`src/rtl/main_mem_if.sv`:
```
// Request/response handshake bundle between a requester (master) and
// main_mem_responder (slave).
interface main_mem_if;
  localparam int unsigned ADDR_W = 8;
  localparam int unsigned DATA_W = 8;

  logic              req_valid;
  logic              req_ready;
  logic              req_we;
  logic [ADDR_W-1:0] req_addr;
  logic [DATA_W-1:0] req_wdata;
  logic              resp_valid;
  logic              resp_ready;
  logic [DATA_W-1:0] resp_rdata;
  logic              resp_we;

  modport master (
    output req_valid, req_we, req_addr, req_wdata, resp_ready,
    input  req_ready, resp_valid, resp_rdata, resp_we
  );

  modport slave (
    input  req_valid, req_we, req_addr, req_wdata, resp_ready,
    output req_ready, resp_valid, resp_rdata, resp_we
  );
endinterface

```
`src/rtl/main_mem_responder.sv`:
```
// 256x8 memory responder with fixed request-to-response latency (LATENCY cycles).
// Optional read/write statistics counters under macro MAIN_MEM_STATS_EN.
module main_mem_responder #(
  parameter int unsigned LATENCY = 3
) (
  input  logic      clk,
  input  logic      rst,
  main_mem_if.slave bus
`ifdef MAIN_MEM_STATS_EN
  ,
  output logic [7:0] rd_count,
  output logic [7:0] wr_count
`endif
);
  localparam int unsigned ADDR_W   = 8;
  localparam int unsigned DATA_W   = 8;
  localparam int unsigned DEPTH    = 256;
  localparam int unsigned CNT_W    = 4;
  localparam int unsigned CNT_INIT = (LATENCY > 32'd1) ? (LATENCY - 32'd2) : 32'd0;

  typedef enum logic [1:0] {IDLE, BUSY, RESP} state_t;

  state_t            state;
  logic [CNT_W-1:0]  cnt;
  logic              we_q;
  logic [ADDR_W-1:0] addr_q;
  logic [DATA_W-1:0] wdata_q;
  logic              req_ready_q;
  logic              resp_valid_q;
  logic              resp_we_q;
  logic [DATA_W-1:0] resp_rdata_q;
  logic [DATA_W-1:0] mem [DEPTH];

  logic              accept_c;
  logic              handshake_c;
  logic              enter_resp_c;
  logic              fire_we_c;
  logic [ADDR_W-1:0] fire_addr_c;
  logic [DATA_W-1:0] fire_wdata_c;

  // With LATENCY=1 the response is formed on the acceptance edge, so use the live request.
  always_comb begin
    accept_c     = (state == IDLE) && bus.req_valid;
    handshake_c  = (state == RESP) && bus.resp_ready;
    enter_resp_c = (accept_c && (LATENCY == 32'd1)) || ((state == BUSY) && (cnt == '0));
    fire_we_c    = we_q;
    fire_addr_c  = addr_q;
    fire_wdata_c = wdata_q;
    if (state == IDLE) begin
      fire_we_c    = bus.req_we;
      fire_addr_c  = bus.req_addr;
      fire_wdata_c = bus.req_wdata;
    end
  end

  // Control FSM with registered handshake outputs.
  always_ff @(posedge clk) begin
    if (!rst) begin
      state        <= IDLE;
      cnt          <= '0;
      we_q         <= 1'b0;
      addr_q       <= '0;
      wdata_q      <= '0;
      req_ready_q  <= 1'b1;
      resp_valid_q <= 1'b0;
      resp_we_q    <= 1'b0;
      resp_rdata_q <= '0;
    end else begin
      if (accept_c) begin
        we_q    <= bus.req_we;
        addr_q  <= bus.req_addr;
        wdata_q <= bus.req_wdata;
      end
      if (enter_resp_c) begin
        state        <= RESP;
        req_ready_q  <= 1'b0;
        resp_valid_q <= 1'b1;
        resp_we_q    <= fire_we_c;
        resp_rdata_q <= fire_we_c ? '0 : mem[fire_addr_c];
      end else begin
        case (state)
          IDLE: begin
            if (accept_c) begin
              state       <= BUSY;
              cnt         <= CNT_W'(CNT_INIT);
              req_ready_q <= 1'b0;
            end
          end
          BUSY: cnt <= cnt - CNT_W'(1);
          RESP: begin
            if (handshake_c) begin
              state        <= IDLE;
              resp_valid_q <= 1'b0;
              req_ready_q  <= 1'b1;
            end
          end
          default: state <= IDLE;
        endcase
      end
    end
  end

  // Storage: writes land only on the edge that enters RESP.
  always_ff @(posedge clk) begin
    if (!rst) begin
      for (int i = 0; i < int'(DEPTH); i++) mem[i] <= '0;
    end else if (enter_resp_c && fire_we_c) begin
      mem[fire_addr_c] <= fire_wdata_c;
    end
  end

  assign bus.req_ready  = req_ready_q;
  assign bus.resp_valid = resp_valid_q;
  assign bus.resp_we    = resp_we_q;
  assign bus.resp_rdata = resp_rdata_q;

`ifdef MAIN_MEM_STATS_EN
  // Saturating completion counters, bumped on the response handshake.
  always_ff @(posedge clk) begin
    if (!rst) begin
      rd_count <= '0;
      wr_count <= '0;
    end else if (handshake_c) begin
      if (resp_we_q) begin
        if (wr_count != 8'hFF) wr_count <= wr_count + 8'd1;
      end else begin
        if (rd_count != 8'hFF) rd_count <= rd_count + 8'd1;
      end
    end
  end
`endif
endmodule

```
`src/flat_wrapper.sv`:
```
// flat-port wrapper written by rule: the top's interface ports become plain ports
module main_mem_responder_flat 
#(
  parameter int unsigned LATENCY = 3
)
  (clk, rst, bus_req_valid, bus_req_we, bus_req_addr, bus_req_wdata, bus_resp_ready, bus_req_ready, bus_resp_valid, bus_resp_rdata, bus_resp_we);
  main_mem_if bus_i ();
  input  logic clk;
  input  logic rst;
  input wire logic [$bits(bus_i.req_valid)-1:0] bus_req_valid;
  input wire logic [$bits(bus_i.req_we)-1:0] bus_req_we;
  input wire logic [$bits(bus_i.req_addr)-1:0] bus_req_addr;
  input wire logic [$bits(bus_i.req_wdata)-1:0] bus_req_wdata;
  input wire logic [$bits(bus_i.resp_ready)-1:0] bus_resp_ready;
  output wire logic [$bits(bus_i.req_ready)-1:0] bus_req_ready;
  output wire logic [$bits(bus_i.resp_valid)-1:0] bus_resp_valid;
  output wire logic [$bits(bus_i.resp_rdata)-1:0] bus_resp_rdata;
  output wire logic [$bits(bus_i.resp_we)-1:0] bus_resp_we;
  assign bus_i.req_valid = bus_req_valid;
  assign bus_i.req_we = bus_req_we;
  assign bus_i.req_addr = bus_req_addr;
  assign bus_i.req_wdata = bus_req_wdata;
  assign bus_i.resp_ready = bus_resp_ready;
  assign bus_req_ready = bus_i.req_ready;
  assign bus_resp_valid = bus_i.resp_valid;
  assign bus_resp_rdata = bus_i.resp_rdata;
  assign bus_resp_we = bus_i.resp_we;
  main_mem_responder #(.LATENCY(LATENCY)) u_core (.clk(clk), .rst(rst), .bus(bus_i));
endmodule
```
`config.mk`:
```
export PLATFORM = sky130hd
export DESIGN_NAME = main_mem_responder_flat
export DESIGN_NICKNAME = d
export VERILOG_FILES = /design/src/rtl/main_mem_if.sv /design/src/rtl/main_mem_responder.sv /design/src/flat_wrapper.sv
export SDC_FILE = /design/constraint.sdc
export NUM_CORES = 2
export LEC_CHECK = 0
export BUFFER_PORTS_ARGS = -buffer_cell sky130_fd_sc_hd__buf_2
export CELL_PAD_IN_SITES_DETAIL_PLACEMENT = 1
export CELL_PAD_IN_SITES_GLOBAL_PLACEMENT = 2
export CORE_ASPECT_RATIO = 1.5
export CORE_UTILIZATION = 44
export CTS_CLUSTER_DIAMETER = 120
export CTS_CLUSTER_SIZE = 24
export DETAILED_ROUTE_END_ITERATION = 6
export PLACE_DENSITY = 0.84
export SETUP_SLACK_MARGIN = 0.1
export SLEW_MARGIN = 25
export SYNTH_ARGS = -nofsm -noshare
export SYNTH_HDL_FRONTEND = slang
export SYNTH_SLANG_ARGS = --single-unit
```
`constraint.sdc`:
```
create_clock -name clk -period 3.7 [get_ports clk]
set_input_delay 1.11 -clock clk [delete_from_list [all_inputs] [get_ports clk]]
set_output_delay 1.11 -clock clk [all_outputs]
set_load 0.05 [all_outputs]
```
-- Word level (Yosys, flattened, before mapping)
Memories as Yosys holds them, arrays and structs flattened.
Cells that the tools add are included.
- $add $sub $neg: 1
- multiplexer cells: 24
- bitwise operators: 3
- equal/unequal tests: 7
- reduce and logical (&&, ||, !) cells: 17
- operators by type and width (cell ; count):
    8-bit 2-to-1 mux ; 5
    1-bit 2-to-1 mux ; 12
    3-bit AND reduction ; 4
    4-bit case mux with 2 select lines ; 1
    8-bit OR reduction ; 1
    2-bit 2-to-1 mux ; 3
    2-bit by 1-bit != test with 1-bit output (second input constant) ; 3
    3-bit by 1-bit != test with 1-bit output (second input constant) ; 2
    2-bit case mux with 3 select lines ; 1
    2-bit nonzero test ; 3
    1-bit logical AND ; 4
    4-bit zero test ; 1
    4-bit 2-to-1 mux ; 1
    4-bit by 1-bit subtractor with 4-bit output (second input constant) ; 1
    1-bit inverter ; 3
    3-bit nonzero test ; 1
    2-bit by 1-bit == test with 1-bit output (second input constant) ; 1
    2-bit == test (second input constant) ; 1
    2-bit zero test ; 1
    1-bit case mux with 2 select lines ; 1
    2-bit AND reduction ; 1
    2-bit OR reduction ; 1
- register bits after elaboration: 34
- output and inout port bits: 11
- memory bits (writable): 2048
- memories: 1
- memories (name ; words ; width ; rd ports ; clocked after memory_dff ; wr ports ; line ; RTL):
    u_core.mem ; 256 ; 8 ; 1 ; 0 ; 256 ; main_mem_responder.sv:32 ; logic [DATA_W-1:0] mem [DEPTH];

-- Logic depth before layout (Yosys ltp)
- word-level depth: 8
- depth in mapped cells: 14

-- Worst setup path before layout
Ideal clock, no wire load.
- path kind: input-to-reg
- from: in bus_req_addr[1]
- to: mem u_core.mem[241][0], enable pin
- required time: 3.371 ns
- setup time: 0.329 ns
- buffers on the path: 5
- data arrival time: 2.987 ns
- path slack: 0.384 ns
- stages on the path: 10
- path through: nor4b_4 -> a31oi_4 -> buf_4 -> buf_4 -> buf_4 -> buf_4 -> nor2_1 -> buf_2 -> nand2_1 -> nand2_1
- RTL lines (what ; line ; RTL):
    start: declaration ; flat_wrapper.sv:12 ; input wire logic [$bits(bus_i.req_addr)-1:0] bus_req_addr;
    end: declaration ; main_mem_responder.sv:32 ;

-- Final worst setup path
- from: reg u_core.state[0]
- to: reg u_core.resp_rdata_q[3] (netlist: u_core.bus.resp_rdata[3])
- word-level cells in the longest chain between the ends: 4
- elaborated cells between the ends (all ways): 7
- those cells by class: eq/ne (1); mux (3); reduce/logical (2); memory (1)
- RTL lines (what ; line ; RTL):
    start: declaration ; main_mem_responder.sv:23 ; state_t state;
    start signal: assignment ; main_mem_responder.sv:59 ; state <= IDLE;
    start signal: assignment ; main_mem_responder.sv:75 ; state <= RESP;
    start signal: assignment ; main_mem_responder.sv:84 ; state <= BUSY;
    2-bit zero test ; main_mem_responder.sv:49 ; if (state == IDLE) begin
    8-bit 2-to-1 mux ; main_mem_responder.sv:49 ;
    memory read 256 x 8 bit ; n/a ;
    8-bit 2-to-1 mux ; main_mem_responder.sv:79 ; resp_rdata_q <= fire_we_c ? '0 : mem[fire_addr_c];
    end signal: assignment ; main_mem_responder.sv:79 ;
    end: declaration ; main_mem_responder.sv:31 ; logic [DATA_W-1:0] resp_rdata_q;
Several ways; a longest one is shown, not always the timed one.
A chain may end at the register's enable or synchronous reset.

==> impl_metrics.yaml <==
sta:
  drv_slew: 0
  setup_viol: 0
  fin_crit_sh_pct: 99.0
  hold_violations: 0
  fmax_mhz: 273
  slew_headroom_pct: 26.3
  skew_ns: 0.0538
  worstMarginPinSlew_ns: 1.11
  post-route-min-period_ns: 3.66
  layout_setup_ws_ns: 0.0357
  rsz0062_at_grt: "no"
setup_path:
  startpoint: "u_core.state[0]"
  max_stage_delay_ns: 0.40
  r2r_cells: 15
  path_class: "register to register"
  crit_chain: "buf_4, and4bb_1, a31oi_4, buf_12, buf_4, clkbuf_16, buf_4, o22ai_1, nor3_1, nor3_1, buf_4, o21ai_1, nand4_1, nor2_2, a32o_1"
  crit_slowest_cell: "dfxtp_4"
  r2r-start: "u_core.state[0]"
  reg2reg_to: "u_core.bus.resp_rdata[3]"
  endpoint: "u_core.bus.resp_rdata[3]"
  start_kind: "register"
  cp_top_family: "simple AND/OR/NAND/NOR gates"
  cp_max_fo: 11
  path_common_cell: "buf_4"
  required_ns: 4.44
  cp-end-kind: "register"
  critPathBufInv: 6
  critPathArrivalTime_ns: 4.40
  rrSetupSlack_ns: 0.04
  cp.depth: 15
run:
  drv_cap: 0
synthesis:
  synthDistinctLibCells: 60
  syn_area_mm2: 0.0871
  ys_seq_elements: 2082
  seq_area_frac_synth_pct: 71.4
  synth_async_sr_flop_share_pct: 0
  synth.net_count: 7363
  yosysWarnings: 0
  syn_inst: 7341
  synth_edf_count: 2048
  synth_ff_type: "edfxtp_1"
  synth_area_per_cell_um2: 11.9
global_routing:
  grt-ovfl-total: 0
  grtUsageTotal_pct: 31.1
  grt_pass1_vias: 68000
  grt_first_pass_wirelength_um: 455000
  grt_max_degree: 127
  antenna_found_initial: 12
clock_network:
  worstSkewPairLatency_ns: 0.81
  path_clk_slew_ns: 0.10
  holdBufCountCts: 0
  cts_max_level: 3
  clockBufferDepth: 3
  clock_sinks: 2082
  root_buffer: "clkbuf_16"
  cts_tree: "yes"
  cts_buffers: 96
die:
  row_count: 199
  core_area_mm2: 0.196
  initial_utilization_pct: 44.4
  num_io_pins: 32
  chipWidth_um: 365
  die_area_mm2: 0.200
  die-height_um: 547
final_layout:
  fin_util_pct: 50.9
  area_growth_pct: 14.8
  final_nets: 7868
  layout_commonest_cell: "nor2_1"
  layout_common_cells: "nor2_1, edfxtp_1, o22ai_1, buf_4, nor3_1"
  drive_gt1_share_pct: 15.4
  fillers: 20300
pwr:
  ir_worst_vdd_v: 0.000359
  p_per_area_mw_per_mm2: 516
  power_leakage_nw: 35.0
place:
  dpl.hpwl_um: 214000
  place_ws_ns: -1.09
  place.gp.congestion: 0.923
  port_buffers: 31
route:
  ant_nets: 0
  via_count: 65700
  first_pass_iters: 7
  drc_errors: 0
  vias_per_cell: 6.25
  wl_per_cell_um: 30.1
  wl_um: 316000
  drt_iter0_drc: 7464
min_path:
  min_path_type: "register to register"
run_status:
  status: "complete, no violations"
per-stage QoR:
stage          hold WS [ns]  instance area [um2]  std cells  TNS (ns)  power [mW]
2_1_floorplan         0.436                87100       7341         0        33.1
3_3_place_gp          0.447                97000      10400     -7.36        39.0
3_5_place_dp          0.457                97000      10400     -7.53        39.3
4_1_cts               0.481                99900      10500         0        51.3
5_1_grt               0.515               100000      10500         0        52.6
6_report              0.471               100000      10500         0        51.6
routing by layer:
layer	track usage (%)	up-vias	share of wire [%]
met1	37.5	33800	35
met5	0	-	0.019
met4	18.0	8	6.5
li1	-	28000	-
met2	53.5	3131	50
met3	3.82	795	7.6
worst reg2reg max path: stages (launching register included):
cell	delay, ns
dfxtp_4	0.40
buf_4	0.16
and4bb_1	0.25
a31oi_4	0.17
buf_12	0.18
buf_4	0.20
clkbuf_16	0.20
buf_4	0.16
o22ai_1	0.10
nor3_1	0.27
nor3_1	0.08
buf_4	0.15
o21ai_1	0.32
nand4_1	0.41
nor2_2	0.34
a32o_1	0.21
layout make-up:
| cell class | instances | area, um2 | share of cell area (%) |
|---|---|---|---|
| sequential | 2082 | 62200 | 62.1 |
| clock buffer | 139 | 2630 | 2.63 |
| multi-input combinational | 4642 | 22500 | 22.5 |
| tap | 2613 | 3270 | 3.27 |
| clock inverter | 3 | 37.5 | 0.0375 |
| antenna | 3 | 7.51 | 0.00750 |
| inverter | 9 | 33.8 | 0.0338 |
| timing repair buffer | 1015 | 9450 | 9.44 |
flip-flops by register name, indices dropped and copies added (netlist names):
| register | cells |
|---|---|
| u_core.state | 2 |
| u_core.wdata_q | 8 |
| u_core.bus.resp_rdata | 8 |
| u_core.addr_q | 8 |
| u_core.mem | 2048 |
| u_core.bus.resp_valid | 1 |
| u_core.cnt | 4 |
| u_core.bus.req_ready | 1 |
| u_core.bus.resp_we | 1 |
| u_core.we_q | 1 |
cell families after synthesis:
family                     Yosys count  synth area share (%)
AOI/OAI and AO/OA                 1244                  9.07
and+or+nand+nor                   3382                  15.8
buffers and inverters              617                  3.60
adders and majority gates            1                0.0144
DFF                               2082                  71.4
muxes                               15                 0.177
cell usage after synthesis (11+ instances only):
| master | n | area (um2) |
|---|---|---|
| mux2i_1 | 12 | 120 |
| nor3_1 | 612 | 3060 |
| nor4_1 | 29 | 181 |
| o21ai_0 | 65 | 325 |
| nand3_1 | 11 | 55.1 |
| or3_1 | 19 | 119 |
| a21oi_1 | 35 | 175 |
| buf_6 | 36 | 405 |
| o311ai_1 | 12 | 105 |
| o22ai_1 | 1030 | 6440 |
| edfxtp_1 | 2048 | 61500 |
| o31ai_1 | 22 | 165 |
| buf_2 | 157 | 786 |
| nand2_1 | 566 | 2120 |
| dfxtp_1 | 34 | 681 |
| nand4_1 | 11 | 68.8 |
| nor2_1 | 2103 | 7890 |
| buf_1 | 31 | 116 |
| buf_4 | 88 | 661 |
| o311ai_0 | 17 | 149 |
| clkbuf_1 | 294 | 1100 |
worst min-delay path by stage:
stage | from | to | slack (ns) | depth (start not counted)
global route | u_core.bus.resp_we | u_core.bus.resp_we | 0.52 | 1
CTS | u_core.bus.resp_we | u_core.bus.resp_we | 0.48 | 1
floorplan | u_core.wdata_q[0] | u_core.wdata_q[0] | 0.44 | 2
finish | u_core.bus.resp_we | u_core.bus.resp_we | 0.47 | 1
global placement | u_core.bus.resp_we | u_core.bus.resp_we | 0.45 | 1
detailed placement | u_core.bus.resp_we | u_core.bus.resp_we | 0.46 | 1
where the power goes:
part | switching [mW] | leakage, nW | total (mW) | internal [mW]
registers | 0.374 | 21.4 | 27.0 | 26.6
logic | 8.31 | 12.3 | 12.3 | 3.99
clock network | 7.40 | 1.29 | 12.4 | 4.96
total | 16.1 | 35.0 | 51.6 | 35.5
repair_timing:
item / CTS / global route
setup endpoints to repair: 8 / 1036
setup buffers: 3 / 2
cloned: 0 / 1
gates resized for setup: 30 / 35
pin swaps: 2 / 8
No activity file was read; power rests on OpenSTA's default activity.
